File: config.mk
export PLATFORM = sky130hd
export DESIGN_NAME = sensor_hub
export DESIGN_NICKNAME = d
export VERILOG_FILES = /design/src/rtl/sensor_hub_pkg.sv /design/src/rtl/sensor_hub_timer.sv /design/src/rtl/sensor_hub.sv
export SDC_FILE = /design/constraint.sdc
export NUM_CORES = 1
export LEC_CHECK = 0
export ABC_CLOCK_PERIOD_IN_PS = 10400
export CAP_MARGIN = 20
export CORE_AREA = 2 2 149 151
export CTS_CLUSTER_DIAMETER = 150
export DETAILED_ROUTE_END_ITERATION = 16
export DIE_AREA = 0 0 151 153
export PLACE_DENSITY = 0.78
export SLEW_MARGIN = 10
export SYNTH_ARGS = -nofsm -noshare
export SYNTH_HDL_FRONTEND = slang
export SYNTH_SLANG_ARGS = --single-unit
File: constraint.sdc
create_clock -name clock -period 10.4 [get_ports clock]
set_input_delay 1.56 -clock clock [delete_from_list [all_inputs] [get_ports clock]]
set_output_delay 1.56 -clock clock [all_outputs]
set_load 0.03 [all_outputs]
File: src/rtl/sensor_hub_pkg.sv
// sensor_hub shared definitions.
// Host command set, response codes and controller states.
package sensor_hub_pkg;

    localparam logic [7:0] CMD_STATUS    = 8'h00;
    localparam logic [7:0] CMD_TEMP      = 8'h01;
    localparam logic [7:0] CMD_HUM       = 8'h02;
    localparam logic [7:0] CMD_CONT_TEMP = 8'h03;
    localparam logic [7:0] CMD_CONT_HUM  = 8'h04;
    localparam logic [7:0] CMD_STOP_TEMP = 8'h05;
    localparam logic [7:0] CMD_STOP_HUM  = 8'h06;

    localparam logic [7:0] RSP_STATUS_OK = 8'h07;
    localparam logic [7:0] RSP_HUM       = 8'h08;
    localparam logic [7:0] RSP_TEMP      = 8'h09;
    localparam logic [7:0] RSP_STOP_TEMP = 8'h0A;
    localparam logic [7:0] RSP_STOP_HUM  = 8'h0B;
    localparam logic [7:0] RSP_CONT_TEMP = 8'h0D;
    localparam logic [7:0] RSP_CONT_HUM  = 8'h0E;
    localparam logic [7:0] RSP_ERROR     = 8'h1F;
    localparam logic [7:0] RSP_BAD_CMD   = 8'hFE;
    localparam logic [7:0] RSP_BAD_ADDR  = 8'hFF;

    localparam logic [7:0] MEAS_STATUS = 8'h00;
    localparam logic [7:0] MEAS_TEMP   = 8'h01;
    localparam logic [7:0] MEAS_HUM    = 8'h02;

    typedef enum logic [2:0] {
        S_IDLE,
        S_WAIT_ADDR,
        S_DISPATCH,
        S_WAIT_SENSOR,
        S_SEND_CODE,
        S_SEND_DATA
    } state_t;

    // Measurement type driven to the sensor for a read command.
    function automatic logic [7:0] meas_type(input logic [7:0] cmd);
        case (cmd)
            CMD_TEMP, CMD_CONT_TEMP: return MEAS_TEMP;
            CMD_HUM, CMD_CONT_HUM:   return MEAS_HUM;
            default:                 return MEAS_STATUS;
        endcase
    endfunction

    // Success response code for a completed read command.
    function automatic logic [7:0] rsp_code(input logic [7:0] cmd);
        case (cmd)
            CMD_TEMP:      return RSP_TEMP;
            CMD_HUM:       return RSP_HUM;
            CMD_CONT_TEMP: return RSP_CONT_TEMP;
            CMD_CONT_HUM:  return RSP_CONT_HUM;
            default:       return RSP_STATUS_OK;
        endcase
    endfunction

endpackage

File: src/rtl/sensor_hub_timer.sv
// hub_timer: saturating up-counter with clear.
// expired is high while the count equals LIMIT.
module hub_timer #(
    parameter int unsigned LIMIT = 100
) (
    input  logic clock,
    input  logic reset,
    input  logic clear,
    input  logic enable,
    output logic expired
);

    localparam int W = $clog2(LIMIT + 1);

    logic [W-1:0] count;

    assign expired = (count == W'(LIMIT));

    // Count up while enabled, hold at LIMIT, clear has priority.
    always_ff @(posedge clock or posedge reset) begin
        if (reset) begin
            count <= '0;
        end else if (clear) begin
            count <= '0;
        end else if (enable && !expired) begin
            count <= count + W'(1);
        end
    end

endmodule

File: src/rtl/sensor_hub.sv
// sensor_hub: host request controller for single-wire sensors.
// Assembles requests, dispatches reads, frames two-byte replies.
module sensor_hub
    import sensor_hub_pkg::*;
#(
    parameter int NUM_SENSORS        = 32,
    parameter int TIMEOUT_CYCLES     = 50_000_000,
    parameter int POLL_PERIOD_CYCLES = 100_000_000
) (
    input  logic                     clock,
    input  logic                     reset,
    input  logic                     rx_valid,
    input  logic [7:0]               rx_data,
    output logic [NUM_SENSORS-1:0]   sensor_start,
    output logic [7:0]               sensor_command,
    input  logic [NUM_SENSORS-1:0]   sensor_done,
    input  logic [NUM_SENSORS-1:0]   sensor_error,
    input  logic [8*NUM_SENSORS-1:0] sensor_data,
    output logic                     tx_valid,
    output logic [7:0]               tx_data,
    input  logic                     tx_ready,
    output logic                     busy
);

    localparam int AW = (NUM_SENSORS > 1) ? $clog2(NUM_SENSORS) : 1;
    localparam logic [NUM_SENSORS-1:0] ONE = NUM_SENSORS'(1);

    state_t          state;
    state_t          state_d;
    logic [7:0]      cmd_q;
    logic [AW-1:0]   addr_q;
    logic [7:0]      data_q;
    logic            cont_active;
    logic [7:0]      cont_cmd;
    logic [AW-1:0]   cont_addr;
    logic            poll_pending;

    logic            to_expired;
    logic            poll_expired;
    logic            poll_clear;
    logic            addr_bad;
    logic            cmd_bad;
    logic            cmd_stop;
    logic            cmd_cont;
    logic            cont_start;
    logic            poll_go;
    logic            sel_done;
    logic            sel_err;
    logic [7:0]      sel_data;

    assign addr_bad   = {24'd0, rx_data} >= NUM_SENSORS;
    assign cmd_bad    = cmd_q > CMD_STOP_HUM;
    assign cmd_stop   = (cmd_q == CMD_STOP_TEMP) || (cmd_q == CMD_STOP_HUM);
    assign cmd_cont   = (cmd_q == CMD_CONT_TEMP) || (cmd_q == CMD_CONT_HUM);
    assign cont_start = (state == S_WAIT_ADDR) && rx_valid && !addr_bad && cmd_cont;
    assign poll_go    = (state == S_IDLE) && !rx_valid && poll_pending;
    assign poll_clear = !cont_active || poll_go || cont_start;
    assign sel_done   = sensor_done[addr_q];
    assign sel_err    = sensor_error[addr_q];
    assign sel_data   = sensor_data[{addr_q, 3'b000} +: 8];

    hub_timer #(.LIMIT(TIMEOUT_CYCLES)) u_timeout (
        .clock   (clock),
        .reset   (reset),
        .clear   ((state == S_IDLE) || (state == S_DISPATCH)),
        .enable  ((state == S_WAIT_ADDR) || (state == S_WAIT_SENSOR)),
        .expired (to_expired)
    );

    hub_timer #(.LIMIT(POLL_PERIOD_CYCLES)) u_poll (
        .clock   (clock),
        .reset   (reset),
        .clear   (poll_clear),
        .enable  (cont_active),
        .expired (poll_expired)
    );

    // Next-state selection; host bytes take priority over a pending poll.
    always_comb begin
        state_d = state;
        unique case (state)
            S_IDLE: begin
                if (rx_valid) state_d = S_WAIT_ADDR;
                else if (poll_pending) state_d = S_DISPATCH;
            end
            S_WAIT_ADDR: begin
                if (rx_valid) begin
                    if (addr_bad || cmd_bad || cmd_stop) state_d = S_SEND_CODE;
                    else state_d = S_DISPATCH;
                end else if (to_expired) begin
                    state_d = S_IDLE;
                end
            end
            S_DISPATCH:    state_d = S_WAIT_SENSOR;
            S_WAIT_SENSOR: if (sel_done || to_expired) state_d = S_SEND_CODE;
            S_SEND_CODE:   if (tx_ready) state_d = S_SEND_DATA;
            S_SEND_DATA:   if (tx_ready) state_d = S_IDLE;
            default:       state_d = S_IDLE;
        endcase
    end

    // Request latching, continuous job bookkeeping and registered outputs.
    always_ff @(posedge clock or posedge reset) begin
        if (reset) begin
            state          <= S_IDLE;
            busy           <= 1'b0;
            cmd_q          <= 8'h00;
            addr_q         <= '0;
            data_q         <= 8'h00;
            cont_active    <= 1'b0;
            cont_cmd       <= 8'h00;
            cont_addr      <= '0;
            poll_pending   <= 1'b0;
            sensor_start   <= '0;
            sensor_command <= MEAS_STATUS;
            tx_valid       <= 1'b0;
            tx_data        <= 8'h00;
        end else begin
            state        <= state_d;
            busy         <= (state_d != S_IDLE);
            sensor_start <= '0;
            if (cont_active && poll_expired) poll_pending <= 1'b1;
            unique case (state)
                S_IDLE: begin
                    if (rx_valid) begin
                        cmd_q <= rx_data;
                    end else if (poll_pending) begin
                        cmd_q        <= cont_cmd;
                        addr_q       <= cont_addr;
                        poll_pending <= 1'b0;
                    end
                end
                S_WAIT_ADDR: begin
                    if (rx_valid) begin
                        addr_q <= rx_data[AW-1:0];
                        data_q <= 8'h00;
                        if (cmd_stop || cont_start) begin
                            cont_active  <= cont_start;
                            cont_cmd     <= cmd_q;
                            cont_addr    <= rx_data[AW-1:0];
                            poll_pending <= 1'b0;
                        end
                        if (addr_bad) begin
                            tx_valid <= 1'b1;
                            tx_data  <= RSP_BAD_ADDR;
                        end else if (cmd_bad) begin
                            tx_valid <= 1'b1;
                            tx_data  <= RSP_BAD_CMD;
                        end else if (cmd_stop) begin
                            tx_valid <= 1'b1;
                            tx_data  <= (cmd_q == CMD_STOP_TEMP) ? RSP_STOP_TEMP : RSP_STOP_HUM;
                        end
                    end
                end
                S_DISPATCH: begin
                    sensor_start   <= ONE << addr_q;
                    sensor_command <= meas_type(cmd_q);
                end
                S_WAIT_SENSOR: begin
                    if (sel_done || to_expired) begin
                        tx_valid <= 1'b1;
                        if (sel_done && !sel_err) begin
                            tx_data <= rsp_code(cmd_q);
                            data_q  <= (cmd_q == CMD_STATUS) ? 8'h00 : sel_data;
                        end else begin
                            tx_data <= RSP_ERROR;
                            data_q  <= 8'h00;
                        end
                    end
                end
                S_SEND_CODE: begin
                    if (tx_ready) tx_data <= data_q;
                end
                S_SEND_DATA: begin
                    if (tx_ready) begin
                        tx_valid <= 1'b0;
                        tx_data  <= 8'h00;
                    end
                end
                default: ;
            endcase
        end
    end

endmodule

Word-level counts from Yosys, hierarchy flattened
Cells that the tools add are included.
{ "totals": {"regBits": 142, "input_bits": 332, "word_cells": 139} }
{ "op_classes": {"addsub": 2, "n_lt_le_gt_ge": 3, "eq_ne": 20, "shift": 2, "muxes": 54, "reduce_logical": 43} }
{ "ops": {"columns": ["cell", "n"], "rows": [
  ["256-bit by 9-bit indexed part select with 8-bit output", 1],
  ["8-bit two-way mux", 14],
  ["27-bit two-way mux", 2],
  ["26-bit two-way mux", 2],
  ["32-bit two-way mux", 1],
  ["8-bit case mux with 4 select lines", 1],
  ["1-bit by 5-bit << shifter with 32-bit output (first input constant)", 1],
  ["27-bit by 1-bit adder with 27-bit output (second input constant)", 1],
  ["27-bit == test (second input constant)", 1],
  ["26-bit by 1-bit adder with 26-bit output (second input constant)", 1],
  ["26-bit == test (second input constant)", 1],
  ["8-bit by 3-bit == test with 1-bit output (second input constant)", 3],
  ["3-bit two-way mux", 8],
  ["3-bit case mux with 6 select lines", 1],
  ["8-bit by 2-bit == test with 1-bit output (second input constant)", 2],
  ["4-bit case mux with 4 select lines", 1],
  ["8-bit case mux with 2 select lines", 1],
  ["5-bit two-way mux", 3],
  ["1-bit two-way mux", 14],
  ["1-bit binary-select mux with 5-bit select", 2],
  ["1-bit logical OR", 10],
  ["2-bit inequality test (second input constant)", 5],
  ["5-bit case mux with 2 select lines", 1],
  ["2-bit nonzero test", 5],
  ["24 further kinds", 42]
]} }

Logic depth before layout (Yosys ltp)
{ "logic_depth": {"ltp_word": 8, "depth_mapped": 10} }

Hierarchy
Synthesis repeated with hierarchy kept, for this count alone.
{ "hier_totals": {"hier_cells": 822, "hier_area_um2": 9115.0} }
{ "modules_own_cells": {"columns": ["mod", "n_inst", "cells_per_inst", "area_each_um2"], "rows": [
  ["sensor_hub", 1, 505, 6105.9],
  ["hub_timer (u_poll)", 1, 167, 1554.0],
  ["hub_timer (u_timeout)", 1, 150, 1455.1]
]} }

Worst setup path after synthesis
Ideal clock, no wire load.
{ "synth_timing": {"kind": "input to register", "start": "input rx_data[5]", "end": "register tx_data[0]", "setup_ps": 123, "t_arrival_ps": 3322, "required_time_ps": 10277, "path_slack_ps": 6956, "cell_stages": 6, "cell_sequence": "or3_1 or4b_4 a221oi_2 or2_2 a31oi_4 o221a_2"} }
{ "synth_between": {"elab_chain_cells": 4} }
{ "synth_rtl": {"columns": ["element", "line", "rtl"], "rows": [
  ["start: declaration", "sensor_hub.sv:13", "input logic [7:0] rx_data,"],
  ["8-bit by 6-bit >= comparator with 1-bit output (*)", "sensor_hub.sv:51", "assign addr_bad = {24'd0, rx_data} >= NUM_SENSORS;"],
  ["8-bit two-way mux", "sensor_hub.sv:143", "if (addr_bad) begin"],
  ["8-bit two-way mux", "sensor_hub.sv:134", "if (rx_valid) begin"],
  ["8-bit case mux with 4 select lines", "sensor_hub.sv:123", "unique case (state)"],
  ["end signal: assignment", "sensor_hub.sv:151", "tx_data <= (cmd_q == CMD_STOP_TEMP) ? RSP_STOP_TEMP : RSP_STOP_HUM;"],
  ["end signal: assignment", "sensor_hub.sv:163", "tx_data <= rsp_code(cmd_q);"],
  ["end signal: assignment", "sensor_hub.sv:172", "if (tx_ready) tx_data <= data_q;"],
  ["end: declaration", "sensor_hub.sv:20", "output logic [7:0] tx_data,"]
]} }
Every way passes the cells marked *; elsewhere a longest branch is shown, timed or not. The select of a mux whose other input is x is not followed.
A chain may end at the register's enable or synchronous reset.

Worst setup path in the final report
{ "layout_timing": {"start": "input rx_valid", "end": "register cont_cmd[0]"} }
{ "layout_between": {"elab_chain_cells": 5} }
{ "layout_rtl": {"columns": ["element", "line", "rtl"], "rows": [
  ["start: declaration", "sensor_hub.sv:12", "input logic rx_valid,"],
  ["1-bit logical AND (3 in a row)", "sensor_hub.sv:55", "assign cont_start = (state == S_WAIT_ADDR) && rx_valid && !addr_bad && cmd_cont;"],
  ["1-bit logical OR", "sensor_hub.sv:137", "if (cmd_stop || cont_start) begin"],
  ["3-bit AND reduction (no source line) (*)", null, null],
  ["end signal: assignment", "sensor_hub.sv:139", "cont_cmd <= cmd_q;"],
  ["end: declaration", "sensor_hub.sv:34", "logic [7:0] cont_cmd;"]
]} }
Every way passes the cells marked *; elsewhere a longest branch is shown, timed or not.

==> impl_table.tex <==
\begin{tabular}{lr}
\hline
Metric & Value \\
\hline
\multicolumn{2}{l}{\textbf{Run status}} \\
Status & finished, final reports clean \\
\multicolumn{2}{l}{\textbf{Placement}} \\
Number of I/O port buffers & roughly 380 \\
DP Wirelength & between 20 and 30 mm \\
DP Worst Slack & 5.85 ns \\
Post-DP Area & about 13000 µm² \\
Routability Congestion & around 0.96 \\
Placed cell count & 1394 \\
\multicolumn{2}{l}{\textbf{Die}} \\
Number of ports placed on the die boundary & 382 \\
Total die area & between 20000 and 25000 µm² \\
Die width & $\sim$150 µm \\
Core region area & 21500 µm² \\
Number of placement rows & 54 \\
Initial standard-cell utilization of the core & 41.0\% \\
Die boundary height & roughly 150 µm \\
\multicolumn{2}{l}{\textbf{Routing}} \\
Via count & between 8000 and 9000 \\
Initial drt markers & around 560 \\
Via-to-Cell Ratio & about 5.7 \\
Remaining design rule violation count & 0 \\
Detailed-router iteration count before antenna repair & 5 \\
Antenna violation net count after detailed routing & 0 \\
Per-cell routed wire length & 23.5 µm \\
Overall routed net length & roughly 34 mm \\
\multicolumn{2}{l}{\textbf{Layout}} \\
Total non-filler cell area in the finished layout & approximately 13000 µm² \\
Layout Nets & about 1500 \\
Relative area change from synthesis to final layout & 51.4\% \\
Highest-count cells in the layout ignoring fill and taps & sky130\_fd\_sc\_hd\_\_clkdlybuf4s50\_1 (375), sky130\_fd\_sc\_hd\_\_dfrtp\_1 (133), sky130\_fd\_sc\_hd\_\_nor2\_1 (95) \\
Total of fill cells in the finished design & around 1800 \\
Post-route non-filler standard cell count & roughly 1400 \\
Share of final-layout standard cells stronger than drive strength 1 & between 10\% and 20\% \\
Area used by sequential logic in the layout & $\sim$3400 µm² \\
Area of combinational cells with multiple inputs & 5100 µm² \\
Commonest non-fill, non-tap cell in the layout & sky130\_fd\_sc\_hd\_\_clkdlybuf4s50\_1 \\
Core Util, Final & 62.1\% \\
\multicolumn{2}{l}{\textbf{Clock network}} \\
Number of gates resized after CTS & 0 \\
Max clock buf depth & 2 \\
Hold-fix buffers at CTS & 0 \\
H-tree depth & 4 \\
Buffer cell driving the clock tree root & sky130\_fd\_sc\_hd\_\_clkbuf\_16 \\
Number of clock sinks & roughly 140 \\
Post-CTS setup buffer count & 0 \\
Skew-Pair Late Insertion Delay & approximately 0.43 ns \\
Num CTS Buffers & 17 \\
CTS tree & yes \\
Clock-pin slew on the worst setup and hold paths & around 0.060 ns \\
\multicolumn{2}{l}{\textbf{Run}} \\
Max\_cap viols & 0 \\
\multicolumn{2}{l}{\textbf{Global route}} \\
Maximum number of pins on one net before global-route repair & 56 \\
Initial antenna violation count & 5 \\
Number of global-route vias before repair & between 8000 and 9000 \\
Remaining global-route overflow & 0 \\
Total global-route track usage & 29.6\% \\
First-pass GRT wire length & approximately 50 mm \\
\multicolumn{2}{l}{\textbf{Pwr}} \\
Worst voltage drop across the vdd grid & 0.000112 V \\
Sequential power share & 29.3\% \\
Switching part of the total power & 38.9\% \\
Total power per unit cell area & around 200 nW/µm² \\
Fraction of power consumed by the clock network & around 22\% \\
Comb pwr share & between 40\% and 50\% \\
Cell leakage power & 5.25 nW \\
Internal power & $\sim$1.6 mW \\
Power spent charging and discharging nets & $\sim$1.0 mW \\
Tot Pwr & 2.65 mW \\
\multicolumn{2}{l}{\textbf{Timing}} \\
Final clock skew & between 0.009 and 0.01 ns \\
FMAX & 0.243 GHz \\
Clock period minus final worst setup slack & just over 4 ns \\
Fin Setup TNS & 0 ns \\
Number of endpoints failing setup at the final stage & 0 \\
Rel. slew slack & between 20\% and 30\% \\
Fin. max-slew vios & 0 \\
Slew of the pin with the lowest slew margin & around 1.1 ns \\
Number of hold violations in the final report & 0 \\
Unrepaired setup endpoints after global routing & no \\
Post-route clock period utilization & 39.6\% \\
Worst path setup slack after routing & between 6 and 7 ns \\
Final hold slack & 0.479 ns \\
\multicolumn{2}{l}{\textbf{Logic synthesis}} \\
Post-synthesis register bit count & about 140 \\
Proportion of synthesized flip-flops having asynchronous set or reset & 100\% \\
Count of warnings emitted by yosys & 0 \\
Predominant post-synthesis flop cell & sky130\_fd\_sc\_hd\_\_dfrtp\_1 \\
Number of enable flip-flop cells after synthesis & 0 \\
Mean cell area of the mapped netlist & approximately 11 µm² \\
Gate Count Post-Synth & just under 800 \\
Number of distinct library cells after synthesis & between 60 and 70 \\
Mapped Area & between 8000 and 9000 µm² \\
Sequential share of the synthesized area & between 30\% and 40\% \\
\multicolumn{2}{l}{\textbf{Setup path}} \\
Type of destination of the critical path & flip-flop \\
Worst R2R Start & addr\_q[2]\$\_DFFE\_PP0P\_ \\
Type of origin of the critical path & primary input \\
Reg2reg end & tx\_data[0]\$\_DFFE\_PP0P\_ \\
Slack of the worst reg-to-reg path & about 7.0 ns \\
Worst endpoint data arrival time & $\sim$4.4 ns \\
Startpoint of the worst setup timing path & rx\_valid \\
Path type of the worst setup path & primary input to flip-flop \\
Largest fanout on the critical path & 17 \\
Reg2reg path depth & 7 \\
Endpoint required time on the critical path & around 11 ns \\
\multicolumn{2}{l}{\textbf{Hold path}} \\
Start point of the worst hold path & u\_timeout.count[15]\$\_DFFE\_PP0P\_ \\
End point of the worst hold path & u\_timeout.count[15]\$\_DFFE\_PP0P\_ \\
Number of cells traversed by the worst hold path & 1 \\
Worst Hold Class & flip-flop to flip-flop \\
\hline
\end{tabular}
kinds of logic after synthesis:
family	Yosys count	share of synthesized area, %
flops	136	38.6
fa+ha+maj	4	0.568
simple gates	293	16.3
mux	149	30.5
other cells	1	0.0426
buf+inv	72	3.76
xor+xnor	31	3.08
compound gates	93	7.06
worst max-delay path by stage:
| stage | end |
|---|---|
| floorplan | addr_q[0]$_DFFE_PP0P_ |
| global placement | cont_cmd[2]$_DFFE_PP0P_ |
| detailed placement | cont_cmd[0]$_DFFE_PP0P_ |
| CTS | cont_cmd[0]$_DFFE_PP0P_ |
| global route | cont_cmd[0]$_DFFE_PP0P_ |
| finish | cont_cmd[0]$_DFFE_PP0P_ |
final cells by class:
cell class | count | area share [%]
clock buffer | 20 | 3.35
antenna | 3 | 0.0563
sequential | 136 | 25.6
timing repair buffer | 386 | 28.8
tap | 280 | 2.63
inverter | 16 | 0.469
multi-input combinational | 576 | 38.3
clock inverter | 12 | 0.882
worst max-delay path: stages:
cell and delay, ns:
sky130_fd_sc_hd__clkdlybuf4s50_1 0.96, sky130_fd_sc_hd__nand3_1 0.23, sky130_fd_sc_hd__or4_4 0.55, sky130_fd_sc_hd__o21a_1 0.14, sky130_fd_sc_hd__nor2b_1 0.35, sky130_fd_sc_hd__buf_4 0.27, sky130_fd_sc_hd__mux2_2 0.36
power groups by stage:
stage | logic, mW | clock network [mW] | registers [mW]
floorplan | 0.925 | 0 | 0.707
global placement | 1.28 | 0 | 0.781
detailed placement | 1.30 | 0 | 0.785
CTS | 1.31 | 0.579 | 0.777
global route | 1.39 | 0.605 | 0.797
finish | 1.30 | 0.576 | 0.777
metal layers:
layer | routed length (µm) | track usage (%) | vias to the layer above
li1 | - | - | 3627
met1 | 13500 | 38.9 | 4044
met2 | 16800 | 50.2 | 428
met3 | 2890 | 6.66 | 46
met4 | 449 | 6.81 | 4
met5 | 27 | 0 | -
sequential cells by signal, indices dropped and copies added, names as in the netlist:
name / count
cont_active: 1
u_poll.count: 27
sensor_command: 2
cmd_q: 8
state: 3
busy: 1
data_q: 8
cont_addr: 5
poll_pending: 1
u_timeout.count: 26
tx_valid: 1
addr_q: 5
tx_data: 8
cont_cmd: 8
sensor_start: 32
synthesized netlist by cell type (3+ instances only):
master	n	share of area, %
sky130_fd_sc_hd__mux2_2	11	1.4
sky130_fd_sc_hd__nor3_1	13	0.74
sky130_fd_sc_hd__or4_1	4	0.34
sky130_fd_sc_hd__nand3_1	31	1.8
sky130_fd_sc_hd__mux2_4	4	0.68
sky130_fd_sc_hd__o22a_1	3	0.30
sky130_fd_sc_hd__xor2_1	17	1.7
sky130_fd_sc_hd__clkbuf_1	26	1.1
sky130_fd_sc_hd__ha_1	4	0.57
sky130_fd_sc_hd__o2bb2ai_1	8	0.80
sky130_fd_sc_hd__a21oi_1	22	1.3
sky130_fd_sc_hd__o22ai_1	3	0.21
sky130_fd_sc_hd__and4_1	3	0.30
sky130_fd_sc_hd__nand2b_1	8	0.57
sky130_fd_sc_hd__buf_1	12	0.51
sky130_fd_sc_hd__nand4_1	10	0.71
sky130_fd_sc_hd__or2_2	4	0.28
sky130_fd_sc_hd__xnor2_1	14	1.4
sky130_fd_sc_hd__nand3b_1	4	0.34
sky130_fd_sc_hd__nand2_1	67	2.9
sky130_fd_sc_hd__or3_1	4	0.28
sky130_fd_sc_hd__o21ai_0	28	1.6
sky130_fd_sc_hd__mux2i_1	41	4.7
sky130_fd_sc_hd__nor4_1	8	0.57
sky130_fd_sc_hd__inv_1	16	0.68
sky130_fd_sc_hd__mux4_2	93	24
sky130_fd_sc_hd__buf_4	9	0.77
sky130_fd_sc_hd__buf_2	7	0.40
sky130_fd_sc_hd__nor3b_1	4	0.34
sky130_fd_sc_hd__dfrtp_1	136	39
sky130_fd_sc_hd__and3_1	12	0.85
sky130_fd_sc_hd__and3b_1	3	0.30
sky130_fd_sc_hd__nor2b_1	11	0.78
sky130_fd_sc_hd__nor2_1	95	4.0
Note: power is estimated with default switching activity, not from simulation.
==> RTL edit 1: new RTL, config.mk and constraints unchanged <==
The 6 states of `state_t` get a one-hot encoding in 6 bits.
--- a/src/rtl/sensor_hub_pkg.sv
+++ b/src/rtl/sensor_hub_pkg.sv
@@ -27,9 +27,9 @@
 
-    typedef enum logic [2:0] {
-        S_IDLE,
-        S_WAIT_ADDR,
-        S_DISPATCH,
-        S_WAIT_SENSOR,
-        S_SEND_CODE,
-        S_SEND_DATA
+    typedef enum logic [5:0] {
+        S_IDLE        = 6'b000001,
+        S_WAIT_ADDR   = 6'b000010,
+        S_DISPATCH    = 6'b000100,
+        S_WAIT_SENSOR = 6'b001000,
+        S_SEND_CODE   = 6'b010000,
+        S_SEND_DATA   = 6'b100000
     } state_t;
Check against the original RTL: same outputs for any inputs over 4 cycles, from zero or initial values and one cycle with reset high; so few cycles prove little.
==> RTL edit 1 against the original RTL <==
  * Power is 1.6% higher
  * Via count increased by 1.8%
  * Worst setup slack better by 0.24 ns
  * Wire length fell by 1.7%
  * Sequential cell count rose by 3
  * Synthesized area rose by 3.3%
  * Register-to-register slack worse by 0.13 ns
  * Design area rose by 2.3%
  * Die area did not move
  * Clock skew shrank 0.0011 ns
  * Critical endpoint is now tx_data[0]
==> RTL edit 1: results (changes against the original RTL) <==
TRITONCTS.NUM_BUFFERS=17  # unchanged
TIMING.CRITICAL_PATH.SLOWEST_STAGE_CELL='o41ai_1'  # was clkdlybuf4s50_1
DETAIL_ROUTE.VIAS_PER_CELL=5.70  # about the same
DRT-WIRELENGTH-PER-CELL_UM=22.7  # was 23.5 um
R2R_CELLS=6  # was 7
CELLLEAKAGEPOWER_uW=0.00529  # was 0.00525 uW
MAXIMUM_VDD_DROP_mV=0.150  # was 0.112 mV
POST-CTS-SETUP-BUFFER-COUNT=0  # unchanged
CTS_RESIZED=0  # unchanged
ANTENNA_FOUND_INITIAL=4  # was 5
REMAINING_DRC_ERRORS=0  # unchanged
WORST_SLEW_MARGIN_REL_PCT=28.3  # was 27.5%
LARGEST_NET_DEGREE_AT_THE_START_OF_GLOBAL_ROUTING=90  # was 56
VIA_COUNT_OF_THE_FIRST_GLOBAL_ROUTING_PASS=8524  # was 8,223
FIN_SKEW_NS=0.00818  # was 0.00927 ns
ROOT_BUFFER='clkbuf_16'  # unchanged
CLOCK_TREE.HTREE_LEVEL_COUNT=4  # unchanged
GLOBAL_ROUTE_WIRE_LENGTH_BEFORE_REPAIR_MM=50.1  # about the same
PLACED_CELLS=1421  # was 1,394
SHARE_OF_FINAL_LAYOUT_STANDARD_CELLS_STRONGER_THAN_DRIVE_STRENGTH_1_PCT=14.2  # was 14.7%
FILL_CELLS=1694  # was 1,755
WORST_SETUP_PATH_STARTPOINT='sensor_error[22]'  # was rx_valid
YOSYS-TOP-CELLS-AREA='dfrtp_1, mux4_2, nor2_1'  # was dfrtp_1, mux4_2, mux2i_1
CPLARGESTDELAYFAMILY='compound AO/OA/AOI/OAI gates'  # was buffers and inverters
RUN_STATUS='finished, final reports clean'  # unchanged
CPPEAKSTAGEDELAY_NS=0.87  # was 0.96 ns
WORSTREG2REGSTART='addr_q[1]'  # was addr_q[2]
DETAIL_ROUTE.WIRELENGTH_MM=33.1  # was 33.6 mm
CRITICAL_PATH_ARRIVAL_NS=4.12  # was 4.43 ns
CRIT_PATH_MAX_FANOUT=5  # was 17
FINAL_NETS=1497  # was 1,469
ESTIMATED_WIRELENGTH_OF_THE_DETAIL_PLACED_DESIGN_MM=26.1  # was 27.2 mm
DRT_ITER0_MARKERS=596  # was 564
CTS-ROOT-TO-SINK-BUFFERS=2  # unchanged
REG2REG_SLACK_NS=6.87  # was 7.00 ns
PLACE.GP.CONGESTION=0.978  # was 0.958
WORSTREG2REGEND='tx_data[0]'  # unchanged
SYNTH_CELL_TYPES=68  # was 66
TRACK_USAGE_PCT=29.1  # was 29.6%
POSTSYNTHAREAPERCELL_UM2=11.3  # about the same
SYNTH.TOP_CELLS.BY_COUNT='dfrtp_1, nor2_1, mux4_2, nand2_1, nand3_1'  # was dfrtp_1, nor2_1, mux4_2, nand2_1, mux2i_1
SYNTH_SEQ_AREA_SHARE_PCT=38.3  # was 38.6%
PATH_CLK_SLEW_NS=0.06  # about the same
[RTL edit 1: changes by cell type after synthesis, sizes merged, moves of 8 or more]
cell     before  now
a21oi        22   31
a32o          0    9
mux2i        41   15
nor2         95  121
o21ai        29   14
o2bb2ai       8    0
xnor2        14   25
[RTL edit 1: metrics by stage]
stage,instance area [um^2],total power [uW],setup slack (ns)
after CTS,13600,2720,6.53
after global placement,13000,2030,6.13
after detailed placement,13000,2040,6.07
after floorplan,9110,1660,5.12
after global routing,13600,2840,6.33
final,13600,2690,6.52
[RTL edit 1: area by class of cell]
type                    count  area share, %
diodes                      2         0.0367
repair buffers            384           28.2
inverters                  22          0.624
flip-flops and latches    139           25.6
multi-input cells         597           38.3
well taps                 280           2.57
clock inverters            10           1.38
clock buffers              22           3.40
[RTL edit 1: worst min-delay path by stage]
stage,depth (start not counted),slack [ns],end,start
5_1_grt,2,0.51,sensor_command[1],sensor_command[1]
4_1_cts,2,0.48,sensor_command[0],sensor_command[0]
3_5_place_dp,2,0.46,sensor_command[0],sensor_command[0]
2_1_floorplan,1,0.46,data_q[0],data_q[0]
6_report,2,0.47,sensor_command[0],sensor_command[0]
3_3_place_gp,2,0.46,sensor_command[0],sensor_command[0]
[RTL edit 1: kinds of logic (layout without fill, tap and decap cells)]
family / count (synthesis) / after routing / synth area share, %
AOI/OAI and AO/OA: 95 / 95 / 7.35
xor gates and xnor gates: 47 / 47 / 4.53
adders and majority gates: 4 / 4 / 0.550
buffers and inverters: 77 / 438 / 4.54
DFF: 139 / 139 / 38.3
muxes: 126 / 126 / 27.4
other: 1 / 8 / 0.0412
and+or+nand+nor: 319 / 319 / 17.3
[RTL edit 1: per-layer routing]
layer  track usage [%]  part of all wire, %
met5                 0                0.076
met2              49.6                   51
met1              37.2                   39
met4              7.52                  2.3
met3              6.87                  7.6
[RTL edit 1: worst register-to-register path, cell delays in order (launching register included)]
cell,delay [ns]
dfrtp_4,0.67
buf_4,0.70
nand3_1,0.21
o2111ai_1,0.18
o311ai_0,0.36
o41ai_1,1.02
a211oi_1,0.20
[RTL edit 1: report_power, final]
part,switching [uW],internal (uW)
logic,591,685
clock network,234,439
registers,133,609
==> RTL edit 2: new RTL, same settings <==
Without the edit above. Change the parameter `TIMEOUT_CYCLES` from 50_000_000 to 25_000_000.
--- a/src/rtl/sensor_hub.sv
+++ b/src/rtl/sensor_hub.sv
@@ -6,3 +6,3 @@
     parameter int NUM_SENSORS        = 32,
-    parameter int TIMEOUT_CYCLES     = 50_000_000,
+    parameter int TIMEOUT_CYCLES     = 25_000_000,
     parameter int POLL_PERIOD_CYCLES = 100_000_000
Behaviour: no difference found for any inputs over 4 cycles, from zero or initial values and one cycle with reset high; that may be too few to reach the edited logic, so the function may still have changed.
==> RTL edit 2 against the original RTL <==
  * Design area is essentially flat
  * Wire length shrank 0.78%
  * Maximum frequency is 0.22% higher
  * Synthesized area is essentially flat
  * Largest cell class unchanged
  * Power down 2.0%
  * Non-clock buffer count down 3
  * Worst setup slack better by 0.0091 ns
  * Synthesized cell count is the same
  * Register-to-register slack worse by 0.16 ns
  * Core utilization hardly changed
  * Critical endpoint is now u_poll.count[11]
  * Count of clock-buffer cells in the layout fell by 1
  * Sequential cell count fell by 1
  * Clock skew up 0.0031 ns
==> RTL edit 2: results (changes against the original RTL) <==
SYNTH_CELL_TYPES=70  # was 66
POSTSYNTHAREAPERCELL_UM2=11.3  # about the same
VIA_COUNT_OF_THE_FIRST_GLOBAL_ROUTING_PASS=8152  # was 8,223
LARGEST_NET_DEGREE_AT_THE_START_OF_GLOBAL_ROUTING=83  # was 56
HOLD_PATH_END='u_timeout.count[19]'  # was u_timeout.count[15]
N_CLOCK_BUFFER=19  # was 20
BUFFER_SHARE_OF_CELL_AREA_PCT=28.7  # was 28.8%
CTS.SINK_COUNT=135  # was 136
FILL_CELLS=1712  # was 1,755
SYNTH.TOP_CELLS.BY_COUNT='dfrtp_1, nor2_1, mux4_2, nand2_1, mux2i_1'  # unchanged
NUM-MULTI-INPUT-GATES=577  # was 576
SYNTH-XOR-AREA-SHARE_PCT=3.38  # was 3.08%
MAXIMUM_VDD_DROP_mV=0.139  # was 0.112 mV
SW_FRAC_OF_TOTAL_PCT=37.5  # was 38.9%
PRECTSSETUPSLACK_NS=5.86  # was 5.85 ns
REG2REG_SLACK_NS=6.84  # was 7.00 ns
ANTENNA_FOUND_INITIAL=3  # was 5
NUM_VIAS=8004  # was 8,149
FIN_SKEW_NS=0.0124  # was 0.00927 ns
SHARE_OF_FINAL_LAYOUT_STANDARD_CELLS_STRONGER_THAN_DRIVE_STRENGTH_1_PCT=14.4  # was 14.7%
SYNTH_ADDER_AREA_SHARE_PCT=0.568  # about the same
SYNTHTOLAYOUTAREAGROWTH_PCT=51.3  # was 51.4%
WORSTHOLDSTART='u_timeout.count[19]'  # was u_timeout.count[15]
ESTIMATED_WIRELENGTH_OF_THE_DETAIL_PLACED_DESIGN_MM=26.5  # was 27.2 mm
MET3_LENGTH_MM=2.31  # was 2.89 mm
ANTENNA-DIODE-COUNT=2  # was 3
PLACEDINSTANCEAREA_UM2=12700  # was 12,800 um^2
CELLLEAKAGEPOWER_uW=0.00516  # was 0.00525 uW
WORSTREG2REGEND='tx_data[3]'  # was tx_data[0]
FINAL.SIGNAL_BUFFER_COUNT=383  # was 386
DRT_ITER0_MARKERS=767  # was 564
CPLARGESTDELAYFAMILY='simple AND/OR/NAND/NOR gates'  # was buffers and inverters
DETAIL_ROUTE.WIRELENGTH.MET1_MM=13.9  # was 13.5 mm
MULTI_INPUT_COMB_AREA_UM2=5100  # about the same
CRITICAL_PATH_ARRIVAL_NS=4.37  # was 4.43 ns
RUN_STATUS='finished, final reports clean'  # unchanged
WORSTREG2REGSTART='addr_q[1]'  # was addr_q[2]
MET2_LENGTH_MM=16.7  # was 16.8 mm
FINAL_NETS=1464  # was 1,469
NUMBER_OF_ORDINARY_INVERTERS_IN_THE_FINAL_LAYOUT=14  # was 16
DRT-WIRELENGTH-PER-CELL_UM=23.5  # about the same
==> RTL edit 2: cell count changes after synthesis, sizes merged, moves of 4 or more <==
cell and delta:
a2111oi +4, a22oi +4, mux2i +4, mux4 -4, nand3 -6, nand4 -4
nor2 +10, nor2b -5, o21ai -11, xnor2 +6
==> RTL edit 2: worst max path at each step <==
stage / start / endpoint / depth (start not counted)
6_report: rx_valid / u_poll.count[11] / 6
5_1_grt: rx_valid / u_poll.count[11] / 6
4_1_cts: rx_valid / u_poll.count[11] / 6
3_5_place_dp: rx_valid / u_poll.count[11] / 6
3_3_place_gp: rx_valid / u_poll.count[21] / 6
2_1_floorplan: reset / addr_q[0] / 1
==> RTL edit 2: worst register-to-register path, delay by kind of cell (launching register included) <==
family,cells,cell delay (ns)
multiplexers,2,0.86
buffers and inverters,1,0.75
AO/OA/AOI/OAI,4,1.08
flip-flops,1,0.69
